<file path="src/rtl/gray_serial_decoder.sv">
// gray_serial_decoder
//   Receives framed Gray-coded nibbles on a strobed serial line and presents
//   the binary equivalent through a one-deep valid/ready output buffer.
//   Frame: start(0), g[3]..g[0], [even parity when PARITY_EN], stop(1).
//
// Ports
//   clk           rising-edge clock
//   rst_n         synchronous active-low reset
//   sample_en     bit strobe; serial_in is only sampled when high
//   serial_in     serial line, idles high
//   out_ready     consumer accepts the buffered word
//   binary_output decoded word (held while out_valid and not consumed)
//   out_valid     binary_output holds an unconsumed word
//   parity_err    one-cycle pulse: parity failed with a good stop bit
//   frame_err     one-cycle pulse: stop bit sampled 0
//   overrun       one-cycle pulse: good word dropped, buffer full
module gray_serial_decoder #(
   parameter bit PARITY_EN = 1'b1
) (
   input  logic       clk,
   input  logic       rst_n,
   input  logic       sample_en,
   input  logic       serial_in,
   input  logic       out_ready,
   output logic [3:0] binary_output,
   output logic       out_valid,
   output logic       parity_err,
   output logic       frame_err,
   output logic       overrun
);

   typedef enum logic [1:0] {IDLE, DATA, PARITY, STOP} state_t;

   state_t     state, state_nx;
   logic [1:0] bit_cnt, bit_cnt_nx;
   logic [3:0] gray_sr, gray_sr_nx;
   logic       par_bit, par_bit_nx;
   logic [3:0] bin_dec;
   logic       word_good, perr_nx, ferr_nx;

   // Gray to binary: each binary bit folds in all higher Gray bits.
   always_comb begin
      bin_dec    = 4'b0000;
      bin_dec[3] = gray_sr[3];
      for (int i = 2; i >= 0; i--)
         bin_dec[i] = bin_dec[i+1] ^ gray_sr[i];
   end

   // Next-state logic; nothing advances without a strobe.
   always_comb begin
      state_nx   = state;
      bit_cnt_nx = bit_cnt;
      gray_sr_nx = gray_sr;
      par_bit_nx = par_bit;
      word_good  = 1'b0;
      perr_nx    = 1'b0;
      ferr_nx    = 1'b0;
      if (sample_en) begin
         case (state)
            IDLE: begin
               if (!serial_in) begin
                  state_nx   = DATA;
                  bit_cnt_nx = 2'd0;
               end
            end
            DATA: begin
               gray_sr_nx = {gray_sr[2:0], serial_in};
               bit_cnt_nx = bit_cnt + 2'd1;
               if (bit_cnt == 2'd3)
                  state_nx = PARITY_EN ? PARITY : STOP;
            end
            PARITY: begin
               par_bit_nx = serial_in;
               state_nx   = STOP;
            end
            STOP: begin
               state_nx = IDLE;
               // A bad stop bit masks any parity result for the frame.
               if (!serial_in)
                  ferr_nx = 1'b1;
               else if (PARITY_EN && ((^gray_sr) ^ par_bit))
                  perr_nx = 1'b1;
               else
                  word_good = 1'b1;
            end
            default: state_nx = IDLE;
         endcase
      end
   end

   always_ff @(posedge clk) begin
      if (!rst_n) begin
         state   <= IDLE;
         bit_cnt <= 2'd0;
         gray_sr <= 4'd0;
         par_bit <= 1'b0;
      end else begin
         state   <= state_nx;
         bit_cnt <= bit_cnt_nx;
         gray_sr <= gray_sr_nx;
         par_bit <= par_bit_nx;
      end
   end

   // Output buffer: a same-edge transfer frees the slot for the new word.
   always_ff @(posedge clk) begin
      if (!rst_n) begin
         binary_output <= 4'd0;
         out_valid     <= 1'b0;
         parity_err    <= 1'b0;
         frame_err     <= 1'b0;
         overrun       <= 1'b0;
      end else begin
         parity_err <= perr_nx;
         frame_err  <= ferr_nx;
         overrun    <= 1'b0;
         if (word_good && (!out_valid || out_ready)) begin
            binary_output <= bin_dec;
            out_valid     <= 1'b1;
         end else begin
            if (word_good)
               overrun <= 1'b1;
            if (out_valid && out_ready)
               out_valid <= 1'b0;
         end
      end
   end

endmodule

</file>
<file path="config.mk">
export PLATFORM = sky130hd
export DESIGN_NAME = gray_serial_decoder
export DESIGN_NICKNAME = d
export VERILOG_FILES = /design/src/rtl/gray_serial_decoder.sv
export SDC_FILE = /design/constraint.sdc
export NUM_CORES = 1
export LEC_CHECK = 0
export ABC_CLOCK_PERIOD_IN_PS = 1900
export CAP_MARGIN = 5
export CORE_UTILIZATION = 41
export DETAILED_ROUTE_END_ITERATION = 7
export DONT_BUFFER_PORTS = 1
export PLACE_DENSITY = 0.6
export SETUP_SLACK_MARGIN = 0.1
export SYNTH_ARGS = -nofsm -noshare
export SYNTH_HDL_FRONTEND = slang
export SYNTH_SLANG_ARGS = --single-unit
</file>
<file path="constraint.sdc">
create_clock -name clk -period 1.9 [get_ports clk]
set_input_delay 0.19 -clock clk [delete_from_list [all_inputs] [get_ports clk]]
set_output_delay 0.19 -clock clk [all_outputs]
set_load 0.02 [all_outputs]
</file>
==> Word level (Yosys, flattened, before mapping) <==
Index checks and enable logic that the tools add are counted.
{ "totals": {"register_bits": 17, "latch_bits": 0, "mem_bits_rw": 0, "mem_bits_ro": 0, "input_bits": 5, "out_inout_bits": 8, "mem_count": 0} }
{ "op_classes": {"n_addsub": 1, "mul": 0, "div_mod_pow": 0, "n_lt_le_gt_ge": 0, "n_eq_ne": 6, "shift": 0, "muxes": 14, "bitwise": 5, "n_reduce_logical": 15} }
{ "ops": {"columns": ["operator", "n"], "rows": [
  ["1-bit 2-to-1 mux", 9],
  ["3-bit AND reduction", 3],
  ["2-bit one-hot mux with 4 select lines", 1],
  ["2-bit equality test (second input constant)", 3],
  ["2-bit 2-to-1 mux", 3],
  ["2-bit inequality test (second input constant)", 2],
  ["2-bit one-hot mux with 2 select lines", 1],
  ["2-bit AND reduction", 2],
  ["4-bit AND reduction", 1],
  ["2-bit nonzero test", 2],
  ["4-bit XOR reduction", 1],
  ["1-bit XOR", 4],
  ["2-bit by 1-bit adder with 2-bit output (second input constant)", 1],
  ["2-bit by 1-bit equality test with 1-bit output (second input constant)", 1],
  ["1-bit logical AND", 2],
  ["2-bit zero test", 1],
  ["2-bit OR reduction", 1],
  ["1-bit zero test", 1],
  ["1-bit logical OR", 1],
  ["1-bit inverter", 1]
]} }

==> Depth between registers and ports, before layout <==
Gate-level depths: netlist of run 1.
{ "depth": {"depth_word": 8, "depth_mapped": 7} }

==> Worst setup path before layout of run 1 <==
Ideal clock, no wire load.
{ "synth_path": {"path_kind": "flip-flop to flip-flop", "from": "register gray_sr[3]", "to": "register binary_output[2]", "arrival_time_ns": 1.391, "required_time_ns": 1.812, "path_slack_ns": 0.421, "path_stages_with_launch": 5, "cell_sequence": "dfxtp_1 -> xor3_2 -> xnor3_2 -> a21oi_1 -> a311oi_2"} }
{ "synth_between": {"elab_chain_cells": 7} }
{ "synth_rtl": {"columns": ["element", "line", "source"], "rows": [
  ["start, declared", "36", "logic [3:0] gray_sr, gray_sr_nx;"],
  ["start signal, assigned", "100", "gray_sr <= gray_sr_nx;"],
  ["4-bit XOR reduction", "81", "else if (PARITY_EN && ((^gray_sr) ^ par_bit))"],
  ["1-bit XOR", "81", null],
  ["1-bit 2-to-1 mux", "81", null],
  ["1-bit 2-to-1 mux", "79", "if (!serial_in)"],
  ["1-bit 2-to-1 mux", "59", "case (state)"],
  ["1-bit 2-to-1 mux", "58", "if (sample_en) begin"],
  ["1-bit logical AND", "117", "if (word_good && (!out_valid || out_ready)) begin"],
  ["end signal, assigned", "118", "binary_output <= bin_dec;"],
  ["end, declared", "25", "output logic [3:0] binary_output,"]
]} }
Parallel ways exist; a longest one is shown, timed or not.
A chain may end at the register's enable or synchronous reset.

==> Final worst setup path of run 1 <==
Ends and elaborated chain as after synthesis.

==> out/results.ini, run 1 <==
[power_and_ir_drop]
leakage_nw = 0.3258
ir_drop_mv = 0.3953
power_mw = 0.6163
p_per_area_mw_per_mm2 = 724.3

[synthesis]
synth_edf_count = 0
synth.distinct_cells = 26
ys_top_cells_by_area = dfxtp_1 43%, ha_1 9.4%, nand2_1 5.2%, a21oi_1 4.4%, nand3_1 4.4%
synthCells = 85
syn_area_sq_um = 795.8
yosysMostFrequentCell = dfxtp_1
synth.net_count = 96
yosys.area.top_type = dfxtp_1
ys_seq_elements = 17
ys_warn_count = 0
synth_top_cell_area_share_pct = 42.77
yosys_most_used_dff = dfxtp_1
ys_top_cells_by_count = 17 x dfxtp_1, 11 x nand2_1, 7 x a21oi_1, 7 x nand3_1, 6 x ha_1
synth_area_per_cell_sq_um = 9.362
ys_seq_area_share_pct = 42.77
synthArstFlopShare_pct = 0

[grt]
overflow = 0
groute.usage.overall_pct = 14.32
antenna_found_initial = 0
grt_pass1_vias = 503
grt_pass1_wl_microns = 2111
grt_max_degree = 13

[clock_network]
clock_sinks = 17
cts_buffer_depth = 2
tritoncts.num_buffers = 3
cts_post_setup_buffers_inserted = 0
worstSkewPairLatency_ns = 0.29
ctsHtreeMaxLevel = 1
root_buffer = clkbuf_4
cts_tree = done
path_clk_slew_ns = 0.10

[route]
detail-route-antenna-nets = 0
drt-wirelength-per-cell_microns = 11.27
dr.pass1.iters = 4
first_iter_violations = 4
drc = 0
wl_microns = 1262
num_vias = 595
vias_per_cell = 5.313

[placed_design]
io_buffer_count = 0
postPlaceCellArea_sq_um = 814.5
place_hpwl_microns = 949.9
post-place-ws_ns = 0.2886
gp_congestion = 0.7086

[layout]
drive_gt1_share_pct = 8.046
area_delta_synth_final_pct = 6.918
stdcell_area_sq_um = 850.8
finalNetCount = 99
diodes = 0

[min_path]
hold_path_class = primary input to flop

[sta]
relSlewSlack_pct = 74.37
finalHoldViolations = 0
setup_viol = 0
max_freq_ghz = 0.6317
setup_slack_ns = 0.3170
worst-slew-pin-transition_ns = 0.3840
rsz0062_at_grt = no
skew_ns = 0.004724
fin_setup_tns_ns = 0
drv_slew = 0
period_share_pct = 83.31
fin_crit_ns = 1.583

[job]
cap_violations = 0

[critical_path]
cp-start-kind = flop
critPathKind = flop to flop
worstPathArrival_ns = 1.79
cp_data_required_time_ns = 2.11
crit_fanout = 4
end_kind = flop

[die]
start_util_pct = 45.11
coreArea_sq_mm = 0.001764
dieHeight_microns = 46.06
dieArea_sq_mm = 0.002121
num_rows = 15
die_w_microns = 46.06
io-pin-count = 13

[outcome]
status = finished clean

-- cells by family after synthesis --
group	Yosys count	share of synthesized area (%)
and+or+nand+nor	30	17.45
adders and majority gates	6	9.434
buffers and inverters	7	3.458
AOI/OAI and AO/OA	17	13.68
DFF	17	42.77
muxes	3	3.774
xor gates and xnor gates	5	9.434
-- registers in the layout, summed over array words and instances (netlist names) --
| name | flops |
|---|---|
| state | 2 |
| frame_err | 1 |
| bit_cnt | 2 |
| out_valid | 1 |
| gray_sr | 4 |
| overrun | 1 |
| par_bit | 1 |
| parity_err | 1 |
| binary_output | 4 |
-- critical path: stages, from the launching register on --
cell and delay (ns):
dfxtp_1 0.40, xor3_2 0.50, xnor3_2 0.30, a21oi_1 0.09, a311oi_2 0.23
-- where the power goes --
part | internal (mW) | switching (mW) | leakage, nW
Clock | 0.0816 | 0.109 | 0.0150
Sequential | 0.363 | 0.00685 | 0.137
Combinational | 0.0228 | 0.0335 | 0.174
-- final cells by class --
| class | instances | area (sq um) |
|---|---|---|
| clock buffers | 4 | 26.28 |
| fillers | 173 | 913.4 |
| inverters | 4 | 15.01 |
| multi-input cells | 61 | 427.9 |
| flip-flops and latches | 17 | 340.3 |
| well taps | 25 | 31.28 |
| repair buffers | 1 | 10.01 |
-- final timing paths --
| check | start | end | slack, ns | depth (start not counted) |
|---|---|---|---|---|
| setup / recovery | gray_sr[3] | binary_output[2] | 0.32 | 4 |
| hold / removal | rst_n | binary_output[1] | 0.03 | 2 |
| setup reg to reg | gray_sr[3] | binary_output[2] | 0.32 | 4 |
| hold reg to reg | gray_sr[1] | gray_sr[1] | 0.49 | 2 |
-- metrics by stage --
| step | hold slack [ns] | instances | util [%] |
|---|---|---|---|
| after floorplan | 0.2623 | 85 | - |
| after global placement | 0.2698 | 107 | 46.17 |
| after detailed placement | 0.2699 | 107 | 46.17 |
| after CTS | 0.02435 | 112 | 48.23 |
| after global routing | 0.02140 | 112 | 48.23 |
| final | 0.03015 | 112 | 48.23 |
-- layout by cell type (no fill, tap or decap) --
cell type      netlist  layout
nor3_1               2       2
nand2b_1             2       2
and4_1               1       1
nand2_2              1       1
xor3_2               1       1
xnor3_2              1       1
xnor2_1              1       1
dlygate4sd3_1        0       1
nor2_1               5       5
clkbuf_4             0       3
o22ai_1              1       1
dfxtp_1             17      17
a21oi_1              7       7
nand2_1             11      11
nand4_1              1       1
o21ai_0              3       3
xor2_1               2       2
a32oi_1              1       1
clkbuf_1             2       1
a311oi_2             1       1
a21boi_1             0       1
a31oi_1              1       1
nand3_1              7       7
a211oi_1             2       2
mux2i_1              3       3
inv_1                4       4
ha_1                 6       6
-- metal layers --
metal | track usage, % | vias to the layer above | routed length (microns)
met5 | 0 | - | 0
met2 | 21.41 | 19 | 554
met4 | 5.294 | 0 | 15
li1 | - | 303 | -
met1 | 17.39 | 271 | 610
met3 | 7.451 | 2 | 80
-- what timing repair did --
item / CTS / global route
hold endpoints to repair: 1 / 0
hold buffers: 1 / 0
gates resized for setup: 0 / 1
endpoints found under the setup margin: 0 / 2
(Power assumes the default switching activity.)
==> inputs of run 2 (changes only) <==
Settings changed: ABC_CLOCK_PERIOD_IN_PS 1900 to 1600.
Clock period 1.9 ns to 1.6 ns, I/O delays scaled along.
==> run 2 against run 1 <==
  * Core utilization up 4.9 points
  * Hold slack worse by 0.023 ns
  * Critical path depth unchanged
  * Global-route usage up 2.5 points
  * Cell area up 10%
  * Clock power up 17%
  * Highest routed layer unchanged
  * Critical path type unchanged
==> out/results.ini, run 2 (same netlist as run 1, synthesis figures left out) <==
[placed_design]
gp_congestion = 0.7839  ; +11%
post-place-ws_ns = 0.08396  ; -0.2046 ns
place_hpwl_microns = 1058  ; +11%
io_buffer_count = 0  ; unchanged

[critical_path]
r2r_start = gray_sr[3]
critPathKind = flop to flop
cp-start-kind = flop
end_kind = flop
r2r_slack_ns = 0.12  ; -0.20 ns
worst_r2r_path_depth = 4  ; unchanged
worstPathArrival_ns = 1.69  ; -0.10 ns
cp_data_required_time_ns = 1.81  ; -0.30 ns
crit_fanout = 4  ; unchanged
timing.rr.end = binary_output[2]

[grt]
antenna_found_initial = 0  ; unchanged
grt_busiest_layer = met2
grtUsageMet2_pct = 28.17  ; +6.8 points
grt_max_degree = 13  ; unchanged
met1_usage_pct = 19.57  ; +2.2 points
groute.usage.overall_pct = 16.84  ; +2.5 points
overflow = 0  ; unchanged
grt_pass1_vias = 592  ; +18%
grt_pass1_wl_microns = 2511  ; +19%
grt_use_met3_pct = 6.667  ; -0.78 points

[layout]
finalNetCount = 108  ; +9.1%
drive_gt1_share_pct = 21.88  ; +14 points
layout_common_cells = 15 x dfxtp_1, 11 x nand2_1, 9 x buf_4
reg.largest.list = binary_output: 4 flops, gray_sr: 4 flops
area_delta_synth_final_pct = 17.77
final_common_cell = dfxtp_1
diodes = 0  ; unchanged

[job]
cap_violations = 0  ; unchanged

[sta]
worst-slew-pin-transition_ns = 0.3915  ; +0.007496 ns
relSlewSlack_pct = 73.87  ; -0.50 points
skew_ns = 0.002159  ; -0.002565 ns
max_freq_ghz = 0.6734  ; +6.6%
rsz0062_at_grt = yes
finalHoldViolations = 0  ; unchanged
setup_viol = 0  ; unchanged
fin_crit_ns = 1.485  ; -0.09804 ns
fin_setup_tns_ns = 0  ; unchanged
setup_slack_ns = 0.1151  ; -0.2020 ns
period_share_pct = 92.81  ; +9.5 points
drv_slew = 0  ; unchanged

[outcome]
status = finished clean

[min_path]
holdPathEnd = frame_err
hold_path_class = primary input to flop
min_from = rst_n
min_delay_path_depth = 2  ; unchanged

[clock_network]
root_buffer = clkbuf_4
clock_sinks = 17  ; unchanged
tritoncts.num_buffers = 3  ; unchanged
cts_tree = done
cts_buffer_depth = 2  ; unchanged
path_clk_slew_ns = 0.09  ; about the same
worstSkewPairLatency_ns = 0.28  ; about the same
ctsHtreeMaxLevel = 1  ; unchanged

[die]
io-pin-count = 13  ; unchanged
dieHeight_microns = 46.06  ; unchanged
start_util_pct = 45.11  ; unchanged
num_rows = 15  ; unchanged
die_w_microns = 46.06  ; unchanged
coreArea_sq_mm = 0.001764  ; unchanged
dieArea_sq_mm = 0.002121  ; unchanged

[route]
first_iter_violations = 8  ; +4
wl_microns = 1439  ; +14%
detail-route-antenna-nets = 0  ; unchanged
dr.pass1.iters = 2  ; -2
vias_per_cell = 5.182  ; -2.5%
num_vias = 627  ; +5.4%
drc = 0  ; unchanged
drt-wirelength-per-cell_microns = 11.89  ; +5.5%

[power_and_ir_drop]
leakage_nw = 0.3736  ; +15%
ir_drop_mv = 0.6631  ; +68%
p_per_area_mw_per_mm2 = 803.4  ; +11%

==> run 2: cell count changes in the layout (fill, tap and decap cells not counted) <==
cell      previous run  this run
xor2_2               0         1
o21ai_1              0         1
dfxtp_1             17        15
a211oi_2             0         1
a21oi_1              7         6
dfxtp_2              0         2
o21ai_0              3         2
a211oi_1             2         1
buf_4                0         9
xor2_1               2         1
a21oi_2              0         1
==> run 2: worst max-delay path, cell delays in order, from the launching register on <==
cell and delay [ns]:
dfxtp_2 0.34, xor3_2 0.47, xnor3_2 0.31, a21oi_2 0.07
a311oi_2 0.22
==> run 2: per-stage QoR <==
stage	hold slack [ns]	total power [mW]	instances	utilization [%]	instance area, sq um
3_3_place_gp	0.2372	0.5284	114	49.15	867.1
2_1_floorplan	0.2323	0.5051	85	-	795.8
3_5_place_dp	0.2384	0.5316	114	49.15	867.1
6_report	0.006908	0.7529	121	53.12	937.1
4_1_cts	0.001076	0.7616	120	51.91	915.9
5_1_grt	0.002042	0.7960	121	53.12	937.1
==> run 2: layout make-up <==
class | instances | area, sq um
Fill cell | 181 | 827.0
Sequential cell | 17 | 342.8
Timing Repair Buffer | 10 | 77.57
Tap cell | 25 | 31.28
Inverter | 4 | 15.01
Multi-Input combinational cell | 61 | 444.2
Clock buffer | 4 | 26.28
==> run 2: power breakdown <==
group / switching [mW] / internal, mW
logic: 0.0489 / 0.0439
clock network: 0.126 / 0.0968
registers: 0.00685 / 0.431
total: 0.181 / 0.572
==> run 2: worst max path at each step <==
stage	from	endpoint	slack, ns	cells after the start
final	gray_sr[3]	binary_output[2]	0.12	4
after global routing	gray_sr[3]	out_valid	0.06	4
after CTS	gray_sr[1]	out_valid	0.09	4
after detailed placement	gray_sr[3]	out_valid	0.08	4
after global placement	state[0]	state[0]	0.14	6
after floorplan	gray_sr[3]	binary_output[2]	0.12	4
==> run 2: routing by layer <==
metal  routed length (microns)  part of all wire, %
met1                       634                   44
met2                       724                   50
met3                        66                  4.6
met4                        13                 0.90
met5                         0                    0
==> run 2: repair_timing <==
action	CTS	global route
setup buffers	1	1
cloned	0	0
gates resized for setup	3	4
hold buffers	1	0
endpoints found under the hold margin	1	0
setup endpoints to repair	3	10
pin swaps	1	1
